## src/rtl/psa_simd_pipe.sv

```systemverilog
// psa_simd_pipe: two-stage pipelined partitioned (SIMD) signed adder/subtractor.
// A and B are split into LANES two's-complement lanes of LANE_W bits. No carry
// crosses a lane boundary. Each op selects add/sub and saturate/wrap.
//
// Ports:
//   clk, rst_n          clock, synchronous active-low reset
//   in_valid/in_ready   operand handshake (in_ready is combinational from out_ready)
//   op                  [0]=0 add, 1 sub (A-B); [1]=0 saturate, 1 wrap
//   A, B                lane-packed operands, lane i = X[i*LANE_W +: LANE_W]
//   out_valid/out_ready result handshake
//   Sum                 lane-packed result
//   ovf                 per-lane signed overflow of the raw (pre-saturation) result
//   err                 sticky OR of ovf for every result loaded into stage 2
//   clr_err             clears err (a simultaneous set wins)
module psa_simd_pipe #(
    parameter int unsigned LANE_W = 4,
    parameter int unsigned LANES  = 4
) (
    input  logic                      clk,
    input  logic                      rst_n,
    input  logic                      in_valid,
    output logic                      in_ready,
    input  logic [1:0]                op,
    input  logic [LANE_W*LANES-1:0]   A,
    input  logic [LANE_W*LANES-1:0]   B,
    output logic                      out_valid,
    input  logic                      out_ready,
    output logic [LANE_W*LANES-1:0]   Sum,
    output logic [LANES-1:0]          ovf,
    output logic                      err,
    input  logic                      clr_err
);

    localparam int unsigned W   = LANE_W * LANES;
    localparam int unsigned MSB = LANE_W - 1;

    localparam logic [LANE_W-1:0] LANE_MIN = {1'b1, {(LANE_W-1){1'b0}}};
    localparam logic [LANE_W-1:0] LANE_MAX = {1'b0, {(LANE_W-1){1'b1}}};

    // Stage 1: registered operands
    logic           s1_valid;
    logic [W-1:0]   s1_a;
    logic [W-1:0]   s1_b;
    logic [1:0]     s1_op;

    logic           s1_en;
    logic           s2_en;

    logic [W-1:0]     lane_res;
    logic [LANES-1:0] lane_ovf;

    // Stage 2 (out_valid/Sum/ovf) moves when empty or being drained; stage 1
    // moves when empty or when stage 2 can take its contents.
    assign s2_en    = !out_valid || out_ready;
    assign s1_en    = !s1_valid || s2_en;
    assign in_ready = s1_en;

    for (genvar g = 0; g < LANES; g++) begin : g_lane
        logic [LANE_W-1:0] a;
        logic [LANE_W-1:0] b;
        logic [LANE_W-1:0] b_eff;
        logic [LANE_W-1:0] r;
        logic              same_sign;
        logic              v;

        assign a     = s1_a[g*LANE_W +: LANE_W];
        assign b     = s1_b[g*LANE_W +: LANE_W];
        // Subtract as a + ~b + 1; the carry-in stays inside this lane.
        assign b_eff = s1_op[0] ? ~b : b;
        assign r     = a + b_eff + {{(LANE_W-1){1'b0}}, s1_op[0]};

        // Overflow when the effective operands share a sign and the result flips it.
        assign same_sign = s1_op[0] ? (a[MSB] != b[MSB]) : (a[MSB] == b[MSB]);
        assign v         = same_sign && (r[MSB] != a[MSB]);

        assign lane_ovf[g] = v;
        // On overflow the true result has a's sign: negative clamps to min, positive to max.
        assign lane_res[g*LANE_W +: LANE_W] =
            (v && !s1_op[1]) ? (a[MSB] ? LANE_MIN : LANE_MAX) : r;
    end

    always_ff @(posedge clk) begin
        if (!rst_n) begin
            s1_valid  <= 1'b0;
            s1_a      <= '0;
            s1_b      <= '0;
            s1_op     <= '0;
            out_valid <= 1'b0;
            Sum       <= '0;
            ovf       <= '0;
            err       <= 1'b0;
        end else begin
            if (s1_en) begin
                s1_valid <= in_valid;
                s1_a     <= A;
                s1_b     <= B;
                s1_op    <= op;
            end
            if (s2_en) begin
                out_valid <= s1_valid;
                // Bubbles leave the last result in place.
                if (s1_valid) begin
                    Sum <= lane_res;
                    ovf <= lane_ovf;
                end
            end
            err <= (err && !clr_err) || (s2_en && s1_valid && (|lane_ovf));
        end
    end

endmodule

```

## config.mk

```make
export PLATFORM = sky130hd
export DESIGN_NAME = psa_simd_pipe
export DESIGN_NICKNAME = d
export VERILOG_FILES = /design/src/rtl/psa_simd_pipe.sv
export SDC_FILE = /design/constraint.sdc
export NUM_CORES = 1
export LEC_CHECK = 0
export ABC_AREA = 1
export CORE_UTILIZATION = 50
export DETAILED_ROUTE_END_ITERATION = 10
export PLACE_DENSITY = 0.85
export SLEW_MARGIN = 15
export SYNTH_ARGS = -nofsm -noshare
export SYNTH_HDL_FRONTEND = slang
export SYNTH_SLANG_ARGS = --single-unit
```

## constraint.sdc

```tcl
create_clock -name clk -period 2 [get_ports clk]
set_input_delay 0.2 -clock clk [delete_from_list [all_inputs] [get_ports clk]]
set_output_delay 0.2 -clock clk [all_outputs]
set_load 0.005 [all_outputs]
```

==> out/metrics.cfg, run 1 <==
[power]
p_switching_w = 0.000840
power.leakage_nw = 1.92
p_per_area_mw_per_mm2 = 737
p_comb_frac = 0.228
p_sw_frac = 0.291
power.share.clock = 0.333
ir_worst_vdd_uv = 478
p_int_w = 0.00205
power_frac_seq = 0.439

[yosys]
synthCells = 391
ys_ff_latch = 57
yosysWarnings = 0
seq_area_frac_synth = 0.386
ys_types = 23
avgSynthCellArea_um2 = 7.57
syn_nets = 442
synth_area_mm2 = 0.00296

[setup_path]
critPathMaxFanout = 7
r2r_start = s1_op[0]
required_ns = 2.24
critical_path.cell_chain = buf_6, xor2_1, ha_1, nand2_1, inv_1, nand3_4, nand2_4, nand2_4, o21ai_1, inv_1, nand2_1, a21oi_2
cp.arrival_ns = 2.14
end_kind = register
max_stage_delay_ns = 0.37
crit_start = s1_op[0]
cp_slowest_cell = ha_1
crit_path_start_kind = register
crit_type = register to register

[status]
status = completed

[layout]
utilization = 0.699
layout-drive-gt1-share = 0.143
design_area_mm2 = 0.00392
nFillCells = 471
stdcell_count = 534
nets = 508
layout_commonest_cell = inv_1
n_antenna_cell = 0
layout_common_cells = inv_1 (72), clkdlybuf4s50_1 (61), a21oi_1 (57), dfxtp_1 (56), nand2_1 (56)
areaGrowthSynthToFinish_pct = 32.4
multi_input_area_mm2 = 0.00153
register_area_mm2 = 0.00114

[timing]
clock.fmax_mhz = 525
final-max-slew-violation-count = 0
hold_viol = 0
fin_crit_ns = 1.90
tightest_slew_ns = 0.410
finalCritPeriodShare = 0.952
setup_violations = 0
setup_slack_ns = 0.0963
fin_hold_ws_ns = 0.379
slew-limit-headroom = 0.727
clock_skew_ns = 0.0100

[detailed_routing]
via_per_inst = 5.05
drt-wirelength-per-cell_um = 12.6
drt_iter0_drc = 149
drc = 0
wl_mm = 6.74
vias = 2698
first_pass_iters = 4
ant_nets = 0

[cts]
cts-htree-levels = 3
clk_latency_ns = 0.35
path_clk_slew_ns = 0.07
cts_buffer_depth = 2
root_buffer = clkbuf_8
cts_sinks = 57
cts_tree = yes
cts_buffers = 9

[global_route]
grt_overflow = 0
first_global_vias = 2570
grt_first_pass_wirelength_mm = 11.3
track_usage = 0.240
antenna_found_initial = 0
grt_start_max_net_pins = 52

[floorplanning]
ioPinCount = 62
start_util = 0.528
num_rows = 27
die_w_um = 78.9
dieArea_mm2 = 0.00623
die_y_um = 78.9
core_area_mm2 = 0.00561

[placement]
placed_area_mm2 = 0.00365
place_congestion = 0.824
pre_cts_ws_ns = 0.0950
dp.cells = 514
portBuffers = 61
dp_hpwl_mm = 4.71

[worst_hold_path]
worstHoldStart = A[15]
hp-class = input pin to register

[run]
cap_viol_max_count = 0

[cell usage after synthesis (all sizes together)]
cell	count	area, um^2
fa	4	80.1
a21oi	63	323
nand4	2	12.5
ha	8	100
xor2	16	140
o21ai	56	280
inv	73	274
clkbuf	13	48.8
nand3b	1	20.0
nor2	5	18.8
nand3	14	118
buf	3	27.5
nand2	74	363
dfxtp	57	1140
a31oi	2	12.5
[stage by stage]
stage	power, W	TNS, ns
after floorplan	0.00167	0
after global placement	0.00188	0
after detailed placement	0.00190	0
after CTS	0.00286	0
after global routing	0.00304	-0.00170
final	0.00289	0
[sequential cells by signal, indices dropped and copies added, names as in the netlist]
register	count
Sum	16
s1_op	2
ovf	4
s1_valid	1
out_valid	1
s1_a	16
err	1
s1_b	16
[path summary, 6_finish.rpt]
kind / slack [ns] / cells after the start / end
max: 0.1 / 12 / Sum[7]
min reg2reg: 0.47 / 2 / Sum[11]
min: 0.38 / 3 / s1_a[15]
max reg2reg: 0.1 / 12 / Sum[7]
[worst max-delay path: cells and delay by family (launching register included)]
family	cells	cell delay, ns
fa+ha+maj	1	0.37
xor+xnor	1	0.16
compound gates	2	0.18
flops	1	0.33
simple gates	5	0.41
buf+inv	3	0.35
[power groups by stage]
stage / Clock (W) / Combinational (W) / Sequential (W)
6_report: 0.000962 / 0.000658 / 0.00127
5_1_grt: 0.00103 / 0.000737 / 0.00128
4_1_cts: 0.000974 / 0.000622 / 0.00127
3_5_place_dp: 0 / 0.000614 / 0.00129
3_3_place_gp: 0 / 0.000592 / 0.00129
2_1_floorplan: 0 / 0.000386 / 0.00128
[cell families after synthesis]
kind of cell | after synthesis | synth area share
adder cells (fa/ha/maj) | 12 | 0.0609
AND/OR/NAND/NOR | 96 | 0.180
flip-flops | 57 | 0.386
AO/OA/AOI/OAI | 121 | 0.208
buffers and inverters | 89 | 0.118
XOR/XNOR | 16 | 0.0474
[cell type report]
| cell class | instances | area share |
|---|---|---|
| Inverter | 73 | 0.0699 |
| Timing Repair Buffer | 71 | 0.180 |
| Sequential cell | 57 | 0.292 |
| Clock buffer | 13 | 0.0405 |
| Clock inverter | 3 | 0.00383 |
| Tap cell | 72 | 0.0230 |
| Multi-Input combinational cell | 245 | 0.391 |
[layer usage]
metal  GRT usage  up-vias  share of wire
met1       0.293     1229           0.42
met5           0        -              0
met2       0.390       83           0.49
li1            -     1371              -
met3      0.0506       15          0.063
met4       0.142        0          0.030
[what timing repair did]
action                                  CTS  global route
hold buffers                              0             0
endpoints found under the setup margin    0             9
resized for setup                         0            14
buffers inserted                          0             4
No activity file was read; power rests on OpenSTA's default activity.
==> inputs of run 2 (changes only) <==
- PLACE_DENSITY: 0.85 -> 0.84
==> run 2 against run 1 <==
Effect of this change:
- setup slack lost 0.068 ns
- worst hold slack improved by 0.012 ns
- cell count stayed put
- first-iteration DRC count increased by 4.7%
- die area unchanged
- clock power increased by 8%
- global-route usage decreased by 0.61 points
- combinational power shrank 2%
- largest cell class unchanged
- register-to-register slack lost 0.07 ns
- sequential share of layout area rose by 0.11 points
==> out/metrics.cfg, run 2 (synthesis results as in run 1) <==
[status]
status = completed

[timing]
finalCritPeriodShare = 0.986
fin_crit_ns = 1.97
clock.fmax_mhz = 507
rsz0062_at_grt = true
fin_hold_ws_ns = 0.392
hold_viol = 0
final-max-slew-violation-count = 0
tightest_slew_ns = 0.447
clock_skew_ns = 0.00509
slew-limit-headroom = 0.702
setup_violations = 0

[setup_path]
critPathMaxFanout = 7
crit_path_start_kind = register
crit_type = register to register
rr_worst_depth = 14
crit_top_cell = nand2_1
critical_path.cell_chain = buf_4, xor2_1, ha_1, nand2_1, inv_1, nand3_2, nand2_2, nand2_1, nand2_1, nand2_1, inv_1, nand2_1, nand2_1, a21oi_1
cp.arrival_ns = 2.19
max_stage_delay_ns = 0.35
required_ns = 2.22
end_kind = register
cp_slowest_cell = ha_1

[cts]
cts_tree = yes
clk_latency_ns = 0.34
cts_buffers = 9
path_clk_slew_ns = 0.06
cts_sinks = 57
cts-hold-fix-buffers = 0
root_buffer = clkbuf_8
cts_buffer_depth = 2
cts-htree-levels = 3

[power]
p_int_w = 0.00211
p_per_area_mw_per_mm2 = 758
power.leakage_nw = 1.92
p_comb_frac = 0.219
p_sw_frac = 0.287
power.share.clock = 0.352
power_frac_seq = 0.429
p_switching_w = 0.000850
ir_worst_vdd_uv = 460

[layout]
layout_commonest_cell = inv_1
layout_common_cells = inv_1 (72), clkdlybuf4s50_1 (61), a21oi_1 (58), dfxtp_1 (56), nand2_1 (56)
nets = 508
nFillCells = 481
largestRegisters = Sum x16, s1_a x16, s1_b x16
areaGrowthSynthToFinish_pct = 31.9
stdcell_count = 534
n_antenna_cell = 0
layout-drive-gt1-share = 0.136

[global_route]
first_global_vias = 2601
grt_first_pass_wirelength_mm = 11.1
track_usage = 0.234
antenna_found_initial = 0
grt_overflow = 0
grt_start_max_net_pins = 52

[floorplanning]
die_w_um = 78.9
core_area_mm2 = 0.00561
num_rows = 27
ioPinCount = 62
die_y_um = 78.9
dieArea_mm2 = 0.00623
start_util = 0.528

[worst_hold_path]
holdPathStages = 3
hp-class = input pin to register

[run]
cap_viol_max_count = 0

[detailed_routing]
vias = 2743
drt-wirelength-per-cell_um = 13.0
ant_nets = 0
first_pass_iters = 4
drc = 0
wl_mm = 6.96
drt_iter0_drc = 156
via_per_inst = 5.14

[placement]
dp_hpwl_mm = 4.81
portBuffers = 61
dp.cells = 516
place_congestion = 0.787

[run 2: power groups by stage]
stage / logic (W) / clock network (W) / registers [W]
6_report: 0.000648 / 0.00104 / 0.00127
3_5_place_dp: 0.000619 / 0 / 0.00129
2_1_floorplan: 0.000386 / 0 / 0.00128
5_1_grt: 0.000720 / 0.00113 / 0.00128
4_1_cts: 0.000622 / 0.00106 / 0.00127
3_3_place_gp: 0.000591 / 0 / 0.00129
[run 2: area by class of cell]
type | count | area [um^2] | area share
Sequential cell | 57 | 1140 | 0.293
Clock inverter | 2 | 10.0 | 0.00256
Timing Repair Buffer | 71 | 698 | 0.179
Clock buffer | 14 | 183 | 0.0468
Tap cell | 72 | 90.1 | 0.0231
Inverter | 73 | 274 | 0.0702
Multi-Input combinational cell | 245 | 1510 | 0.386
[run 2: metrics by stage]
| step | setup WS (ns) | instance area [um^2] | power (W) | utilization | TNS, ns |
|---|---|---|---|---|---|
| final | 0.0282 | 3900 | 0.00296 | 0.696 | 0 |
| after detailed placement | 0.0414 | 3660 | 0.00191 | 0.653 | 0 |
| after floorplan | 0.196 | 2960 | 0.00167 | - | 0 |
| after global routing | -0.0783 | 3900 | 0.00313 | 0.696 | -0.267 |
| after global placement | 0.117 | 3660 | 0.00188 | 0.653 | 0 |
| after CTS | 0.00940 | 3850 | 0.00295 | 0.687 | 0 |
[run 2: repair_timing]
item / 4_1_cts / 5_1_grt
resized for setup: 0 / 7
endpoints found under the setup margin: 0 / 12
setup buffers: 0 / 2
[run 2: metal layers]
layer | part of all wire | vias up | global-route usage | wire [um]
li1 | - | 1371 | - | -
met1 | 0.41 | 1263 | 0.270 | 2890
met2 | 0.50 | 88 | 0.391 | 3510
met3 | 0.060 | 21 | 0.0759 | 415
met4 | 0.021 | 0 | 0.111 | 146
met5 | 0 | - | 0 | 0
[run 2: worst paths after layout]
kind / slack [ns] / endpoint / start
max reg2reg: 0.03 / err / s1_op[0]
min: 0.39 / s1_a[15] / A[15]
min reg2reg: 0.48 / Sum[7] / Sum[7]
max: 0.03 / err / s1_op[0]
[run 2: worst max-delay path, delay by kind of cell, from the launching register on]
kind	cells	cell delay, ns
buffers and inverters	3	0.31
AOI/OAI and AO/OA	1	0.05
DFF	1	0.34
adders and majority gates	1	0.35
and+or+nand+nor	8	0.62
xor gates and xnor gates	1	0.18
